## config.mk

```make
export PLATFORM = sky130hd
export DESIGN_NAME = mdv_writer
export DESIGN_NICKNAME = d
export VERILOG_FILES = /design/src/rtl/mdv_pkg.sv /design/src/rtl/mdv_bit_timer.sv /design/src/rtl/mdv_writer.sv
export SDC_FILE = /design/constraint.sdc
export NUM_CORES = 1
export LEC_CHECK = 0
export BUFFER_PORTS_ARGS = -buffer_cell sky130_fd_sc_hd__buf_2
export CORE_ASPECT_RATIO = 1.4
export CORE_MARGIN = 5
export CORE_UTILIZATION = 40
export DETAILED_ROUTE_END_ITERATION = 16
export PLACE_DENSITY = 0.61
export RECOVER_POWER = 25
export SYNTH_ARGS = -nofsm -noshare
export SYNTH_HDL_FRONTEND = slang
export SYNTH_SLANG_ARGS = --single-unit
```

## constraint.sdc

```tcl
create_clock -name clk -period 2.31 [get_ports clk]
set_input_delay 0.231 -clock clk [delete_from_list [all_inputs] [get_ports clk]]
set_output_delay 0.231 -clock clk [all_outputs]
set_load 0.02 [all_outputs]
```

## src/rtl/mdv_pkg.sv

```systemverilog
// Shared constants, state encoding and tape-address helper for the Microdrive
// write path.
package mdv_pkg;

    localparam int CLK_SCALER = 36;
    localparam int MAX_WORDS  = 329;
    localparam int AW         = 17;
    localparam int BYTE_TICKS = 8 * (CLK_SCALER + 1);
    localparam int CNT_W      = 9;

    typedef enum logic [1:0] {
        ST_IDLE,
        ST_ARMED,
        ST_SHIFT,
        ST_COMMIT
    } mdv_wr_state_t;

    // Tape is a loop: the word after the last valid image word is word 0.
    function automatic logic [AW-1:0] next_wptr(input logic [AW-1:0] p,
                                                input logic [AW-1:0] last);
        return (p == last) ? '0 : p + 1'b1;
    endfunction

endpackage

```

## src/rtl/mdv_bit_timer.sv

```systemverilog
// Measures one byte time (eight bit cells) in ce ticks after a start pulse and
// emits a single-clk done pulse on the final tick.
module mdv_bit_timer
    import mdv_pkg::*;
#(
    parameter int P_BYTE_TICKS = BYTE_TICKS
) (
    input  logic clk,
    input  logic reset,
    input  logic ce,
    input  logic i_start,
    input  logic i_abort,
    output logic o_done
);

    localparam int TW = $clog2(P_BYTE_TICKS);

    logic [TW-1:0] r_cnt;
    logic          r_run;

    assign o_done = r_run && ce && (r_cnt == TW'(P_BYTE_TICKS - 1));

    always_ff @(posedge clk or posedge reset) begin
        if (reset) begin
            r_cnt <= '0;
            r_run <= 1'b0;
        end else if (i_abort) begin
            r_run <= 1'b0;
        end else if (i_start) begin
            r_cnt <= '0;
            r_run <= 1'b1;
        end else if (o_done) begin
            r_run <= 1'b0;
        end else if (r_run && ce) begin
            r_cnt <= r_cnt + 1'b1;
        end
    end

endmodule

```

## src/rtl/mdv_writer.sv

```systemverilog
// Microdrive write path: paces CPU transmit bytes at tape rate, packs them into
// 16-bit words and commits them to the cartridge image at the tape position.
module mdv_writer
    import mdv_pkg::*;
#(
    parameter int P_CLK_SCALER = CLK_SCALER,
    parameter int P_MAX_WORDS  = MAX_WORDS
) (
    input  logic          clk,
    input  logic          reset,
    input  logic          ce,
    input  logic          download,
    input  logic          sel,
    input  logic          wr_en,
    input  logic          tx_strobe,
    input  logic [7:0]    tx_data,
    input  logic [AW-1:0] rd_addr,
    input  logic [AW-1:0] mdv_end,
    output logic          tx_empty,
    output logic          wr_req,
    output logic [AW-1:0] wr_addr,
    output logic [15:0]   wr_data,
    output logic [1:0]    wr_byteena,
    output logic          overrun,
    output logic          dirty
);

    mdv_wr_state_t r_state, w_state_nx;

    logic             r_tx_empty, r_wr_req, r_overrun, r_dirty, r_hi_vld;
    logic [AW-1:0]    r_wr_addr, r_wptr;
    logic [15:0]      r_wr_data;
    logic [1:0]       r_wr_be;
    logic [CNT_W-1:0] r_cnt;
    logic [7:0]       r_byte, r_hi;

    logic w_active, w_room, w_done;
    logic w_start, w_abort, w_accept, w_commit, w_flush, w_arm, w_store_hi;

    assign w_active = sel && wr_en;
    assign w_room   = (r_cnt < CNT_W'(P_MAX_WORDS));

    mdv_bit_timer #(
        .P_BYTE_TICKS(8 * (P_CLK_SCALER + 1))
    ) u_timer (
        .clk    (clk),
        .reset  (reset),
        .ce     (ce),
        .i_start(w_start),
        .i_abort(w_abort),
        .o_done (w_done)
    );

    always_comb begin
        w_state_nx = r_state;
        w_start    = 1'b0;
        w_abort    = 1'b0;
        w_accept   = 1'b0;
        w_commit   = 1'b0;
        w_flush    = 1'b0;
        w_arm      = 1'b0;
        w_store_hi = 1'b0;
        case (r_state)
            ST_IDLE: begin
                if (w_active && mdv_end != '0) begin
                    w_state_nx = ST_ARMED;
                    w_arm      = 1'b1;
                end
            end
            ST_ARMED: begin
                if (!w_active) begin
                    w_state_nx = ST_IDLE;
                    w_flush    = r_hi_vld;
                end else if (tx_strobe) begin
                    w_state_nx = ST_SHIFT;
                    w_start    = 1'b1;
                    w_accept   = 1'b1;
                end
            end
            ST_SHIFT: begin
                if (!w_active) begin
                    w_state_nx = ST_IDLE;
                    w_abort    = 1'b1;
                end else if (w_done) begin
                    if (r_hi_vld) begin
                        w_state_nx = ST_COMMIT;
                    end else begin
                        w_state_nx = ST_ARMED;
                        w_store_hi = 1'b1;
                    end
                end
            end
            default: begin
                // The word is complete, so it is written even if wr_en just fell.
                w_commit = 1'b1;
                if (!w_active) begin
                    w_state_nx = ST_IDLE;
                end else if (tx_strobe) begin
                    w_state_nx = ST_SHIFT;
                    w_start    = 1'b1;
                    w_accept   = 1'b1;
                end else begin
                    w_state_nx = ST_ARMED;
                end
            end
        endcase
        if (download) begin
            w_state_nx = ST_IDLE;
            w_abort    = 1'b1;
            w_start    = 1'b0;
            w_accept   = 1'b0;
            w_commit   = 1'b0;
            w_flush    = 1'b0;
            w_arm      = 1'b0;
            w_store_hi = 1'b0;
        end
    end

    always_ff @(posedge clk or posedge reset) begin
        if (reset) begin
            r_state    <= ST_IDLE;
            r_tx_empty <= 1'b1;
            r_wr_req   <= 1'b0;
            r_wr_addr  <= '0;
            r_wr_data  <= '0;
            r_wr_be    <= '0;
            r_overrun  <= 1'b0;
            r_dirty    <= 1'b0;
            r_hi_vld   <= 1'b0;
            r_wptr     <= '0;
            r_cnt      <= '0;
        end else begin
            r_state    <= w_state_nx;
            r_tx_empty <= (w_state_nx != ST_SHIFT);
            r_wr_req   <= 1'b0;
            if (w_arm) begin
                r_wptr    <= rd_addr;
                r_cnt     <= '0;
                r_overrun <= 1'b0;
            end else if (tx_strobe && !r_tx_empty) begin
                r_overrun <= 1'b1;
            end
            if (w_store_hi) r_hi_vld <= 1'b1;
            if (w_commit) begin
                r_wptr <= next_wptr(r_wptr, mdv_end);
                if (w_room) r_cnt <= r_cnt + 1'b1;
            end
            if ((w_commit || w_flush) && w_room) begin
                r_wr_req  <= 1'b1;
                r_wr_addr <= r_wptr;
                r_wr_data <= {r_hi, w_flush ? 8'h00 : r_byte};
                r_wr_be   <= {1'b1, w_commit};
                r_dirty   <= 1'b1;
            end
            if (w_commit || w_state_nx == ST_IDLE) r_hi_vld <= 1'b0;
            if (download) r_dirty <= 1'b0;
        end
    end

    always_ff @(posedge clk) begin
        if (w_accept)   r_byte <= tx_data;
        if (w_store_hi) r_hi   <= r_byte;
    end

    assign tx_empty   = r_tx_empty;
    assign wr_req     = r_wr_req;
    assign wr_addr    = r_wr_addr;
    assign wr_data    = r_wr_data;
    assign wr_byteena = r_wr_be;
    assign overrun    = r_overrun;
    assign dirty      = r_dirty;

endmodule

```

==> impl_metrics.tcl <==
set metrics [dict create \
    clock_latency_ns 0.34 \
    vias 3641 \
    h-tree-depth 3 \
    root_buffer "clkbuf_16" \
    final_cells 698 \
    drt_iter0_drc 139 \
    clock_skew_ns 0.007537 \
    worstPathCellList "xnor2_1 -> nand4_1 -> nor4_1 -> nand4_2 -> buf_4 -> a222oi_1 -> o21ai_0" \
    syn_nets 506 \
    synthAdderAreaFrac 0.008506 \
    cts.sinks 94 \
    cp.required_ns 2.52 \
    grt_pass1_wl_mm 18.78 \
    cp-start-kind "flip-flop" \
    fmax_mhz 463.6 \
    antenna_found_initial 0 \
    dieArea_sq_um 13260 \
    dp_cells 681 \
    min_period_ns 2.157 \
    area_growth_pct 22.48 \
    path_delay_family "simple AND/OR/NAND/NOR gates" \
    diodes 0 \
    ys_warn_count 0 \
    std_cell_rows 45 \
    synth_xor_area_frac 0.04962 \
    routed_via_density 5.216 \
    yosys.area_share.simple 0.2280 \
    holdCritStartpoint "tx_data[6]" \
    hold_depth 1 \
    syn-cell-area_sq_um 4413 \
    cts.clk_slew.worst_paths_ns 0.07 \
    synthCells 454 \
    dp_hpwl_mm 8.955 \
    synth.avg_cell_area_sq_um 9.720 \
    die_w_um 98.77 \
    crit_fanout 8 \
    synth_edf_count 16 \
    ys_types 49 \
    ys_seq_elements 94 \
    first_pass_iters 4 \
    drt-total-wl_mm 11.65 \
    clockBufferDepth 2 \
    slowest_delay_ns 0.51 \
    die_h_um 134.3 \
    power.density_nw_per_um2 705.9 \
    worstPathArrival_ns 2.36 \
    core_sq_um 10810 \
    cts_setup_buffers 0 \
    synth_top_family_by_area "simple AND/OR/NAND/NOR gates" \
    fin_nets 604 \
    hp-class "in2reg" \
    grt_overflow_total 0 \
    max_slew_margin 0.2661 \
    cap_viol_max_count 0 \
    setup_viol 0 \
    reg2reg_to "r_wptr[2]" \
    grt_pass1_vias 3683 \
    synthMuxAreaShare 0.009356 \
    synth_compound_area_frac 0.1162 \
    end_kind "flip-flop" \
    wl_per_cell_um 16.69 \
    hold_viol_final 0 \
    period_share 0.9337 \
    p_leak_nw 2.636 \
    synthFlopType "dfrtp_1" \
    ys_seq_area_frac 0.5515 \
    drc_errors 0 \
    vdd_drop_max_uv 403.9 \
    worst_pin_slew_ns 1.100 \
    r2r_start "r_wptr[11]" \
    tritoncts "yes" \
    status "finished, final reports clean" \
    drive_gt1_frac 0.2190 \
    cp_num_buf_inv 1 \
    rsz0062_at_grt "false" \
    io_buffers 87 \
    cts_resized 0 \
    start_util 0.4082 \
    io-pin-count 88 \
    path_class "reg2reg" \
    grt_max_degree 32 \
    synth-async-reset-ratio 0.8298 \
    final_antenna_net_count 0 \
    slew_violations 0 \
    finalSetupTns_ns 0 \
    whs_endpoint "r_byte[6]" \
    rr_worst_depth 7 \
    cts_buffers 9 \
    r2r_setup_slack_ns 0.15 \
    globalplace.congestion 0.9177 \
    cpMaxStageDelayCell "dfrtp_1" \
    gr-usage-all-layers 0.1787 \
]
[layer usage]
layer / vias to the layer above / GRT usage / share of wire
met5: - / 0 / 0
met4: 0 / 0.07213 / 0.019
met3: 13 / 0.02810 / 0.045
met2: 101 / 0.3221 / 0.53
met1: 1744 / 0.2097 / 0.40
li1: 1783 / - / -
[layout make-up]
type / instances / area [sq um]
Inverter: 9 / 33.78
Tap cell: 141 / 176.4
Clock buffer: 9 / 225.2
Multi-Input combinational cell: 325 / 1817
Fill cell: 1003 / 5405
Timing Repair Buffer: 113 / 640.6
Clock inverter: 7 / 78.83
Sequential cell: 94 / 2434
[Yosys cell counts, drive strengths merged (3+ instances only)]
library cell  count  area (sq um)
a21oi            13         65.06
a22o              8         70.07
a22oi             8         60.06
a31oi             3         18.77
and3             15         93.84
buf              12         76.31
clkbuf           14         52.55
dfrtp            77          1927
edfxtp           16         480.5
ha                3         37.54
inv               9         33.78
mux2i             3         30.03
nand2           105         394.1
nand2b            5         31.28
nand3            14         70.07
nand4            15         106.4
nor2             27         108.9
nor3             14         70.07
nor4              8         50.05
o21a              5         37.54
o21ai            26         130.1
o31ai             4         30.03
or3               4         30.03
xnor2            21         183.9
xor2              4         35.03
[where the power goes]
group / internal [mW] / switching [mW] / total, mW / leakage, nW
clock: 0.852 / 0.663 / 1.52 / 0.144
combinational: 0.190 / 0.227 / 0.417 / 1.30
sequential: 1.76 / 0.127 / 1.88 / 1.20
[per-stage QoR]
step / power, mW / util / worst slack (ns) / hold slack, ns / area (sq um)
floorplan: 2.123 / - / 0.08562 / 0.2974 / 4413
global placement: 2.321 / 0.4726 / 0.2566 / 0.3347 / 5109
detailed placement: 2.334 / 0.4726 / 0.2143 / 0.3487 / 5109
CTS: 3.844 / 0.5016 / 0.1673 / 0.05097 / 5423
global route: 3.978 / 0.5000 / 0.06445 / 0.05093 / 5405
finish: 3.815 / 0.5000 / 0.1531 / 0.06468 / 5405
[registers in the layout, summed over array words and instances (netlist names)]
register	count
u_timer.r_run	1
wr_byteena	2
wr_req	1
tx_empty	1
r_cnt	9
r_hi_vld	1
r_hi	8
r_state	2
wr_addr	17
wr_data	16
u_timer.r_cnt	9
r_wptr	17
dirty	1
overrun	1
r_byte	8
[how the worst max path moves through the flow]
stage / to / start / cells past startpoint
after global routing: r_wptr[2] / r_wptr[11] / 7
after global placement: r_wptr[2] / r_wptr[11] / 7
after floorplan: dirty / reset / 1
final: r_wptr[2] / r_wptr[11] / 7
after detailed placement: r_wptr[2] / r_wptr[11] / 7
after CTS: r_wptr[2] / r_wptr[11] / 7
[what timing repair did]
item | 4_1_cts | 5_1_grt
hold endpoints to repair | 25 | 0
hold buffers | 1 | 0
setup endpoints to repair | 0 | 0
[cell families after synthesis]
family | Yosys count
and+or+nand+nor | 214
DFF | 94
AOI/OAI and AO/OA | 79
buffers and inverters | 35
xor gates and xnor gates | 25
muxes | 4
adders and majority gates | 3
[layout by cell type, fill, tap and decap left out, drive strengths merged, types with 3 or more instances in the layout]
master | Yosys | routed
ha | 3 | 3
clkbuf | 14 | 23
buf | 12 | 98
nand2 | 105 | 105
a21oi | 13 | 13
o31ai | 4 | 4
nand3 | 14 | 14
inv | 9 | 12
dfrtp | 77 | 77
and3 | 15 | 15
o21a | 5 | 5
edfxtp | 16 | 16
a22o | 8 | 8
a22oi | 8 | 8
nor4 | 8 | 8
xor2 | 4 | 4
nand4 | 15 | 15
xnor2 | 21 | 21
a31oi | 3 | 3
nor3 | 14 | 14
or3 | 4 | 4
nand2b | 5 | 5
nor2 | 27 | 27
mux2i | 3 | 3
o21ai | 26 | 26
Note: power is estimated with default switching activity, not from simulation.
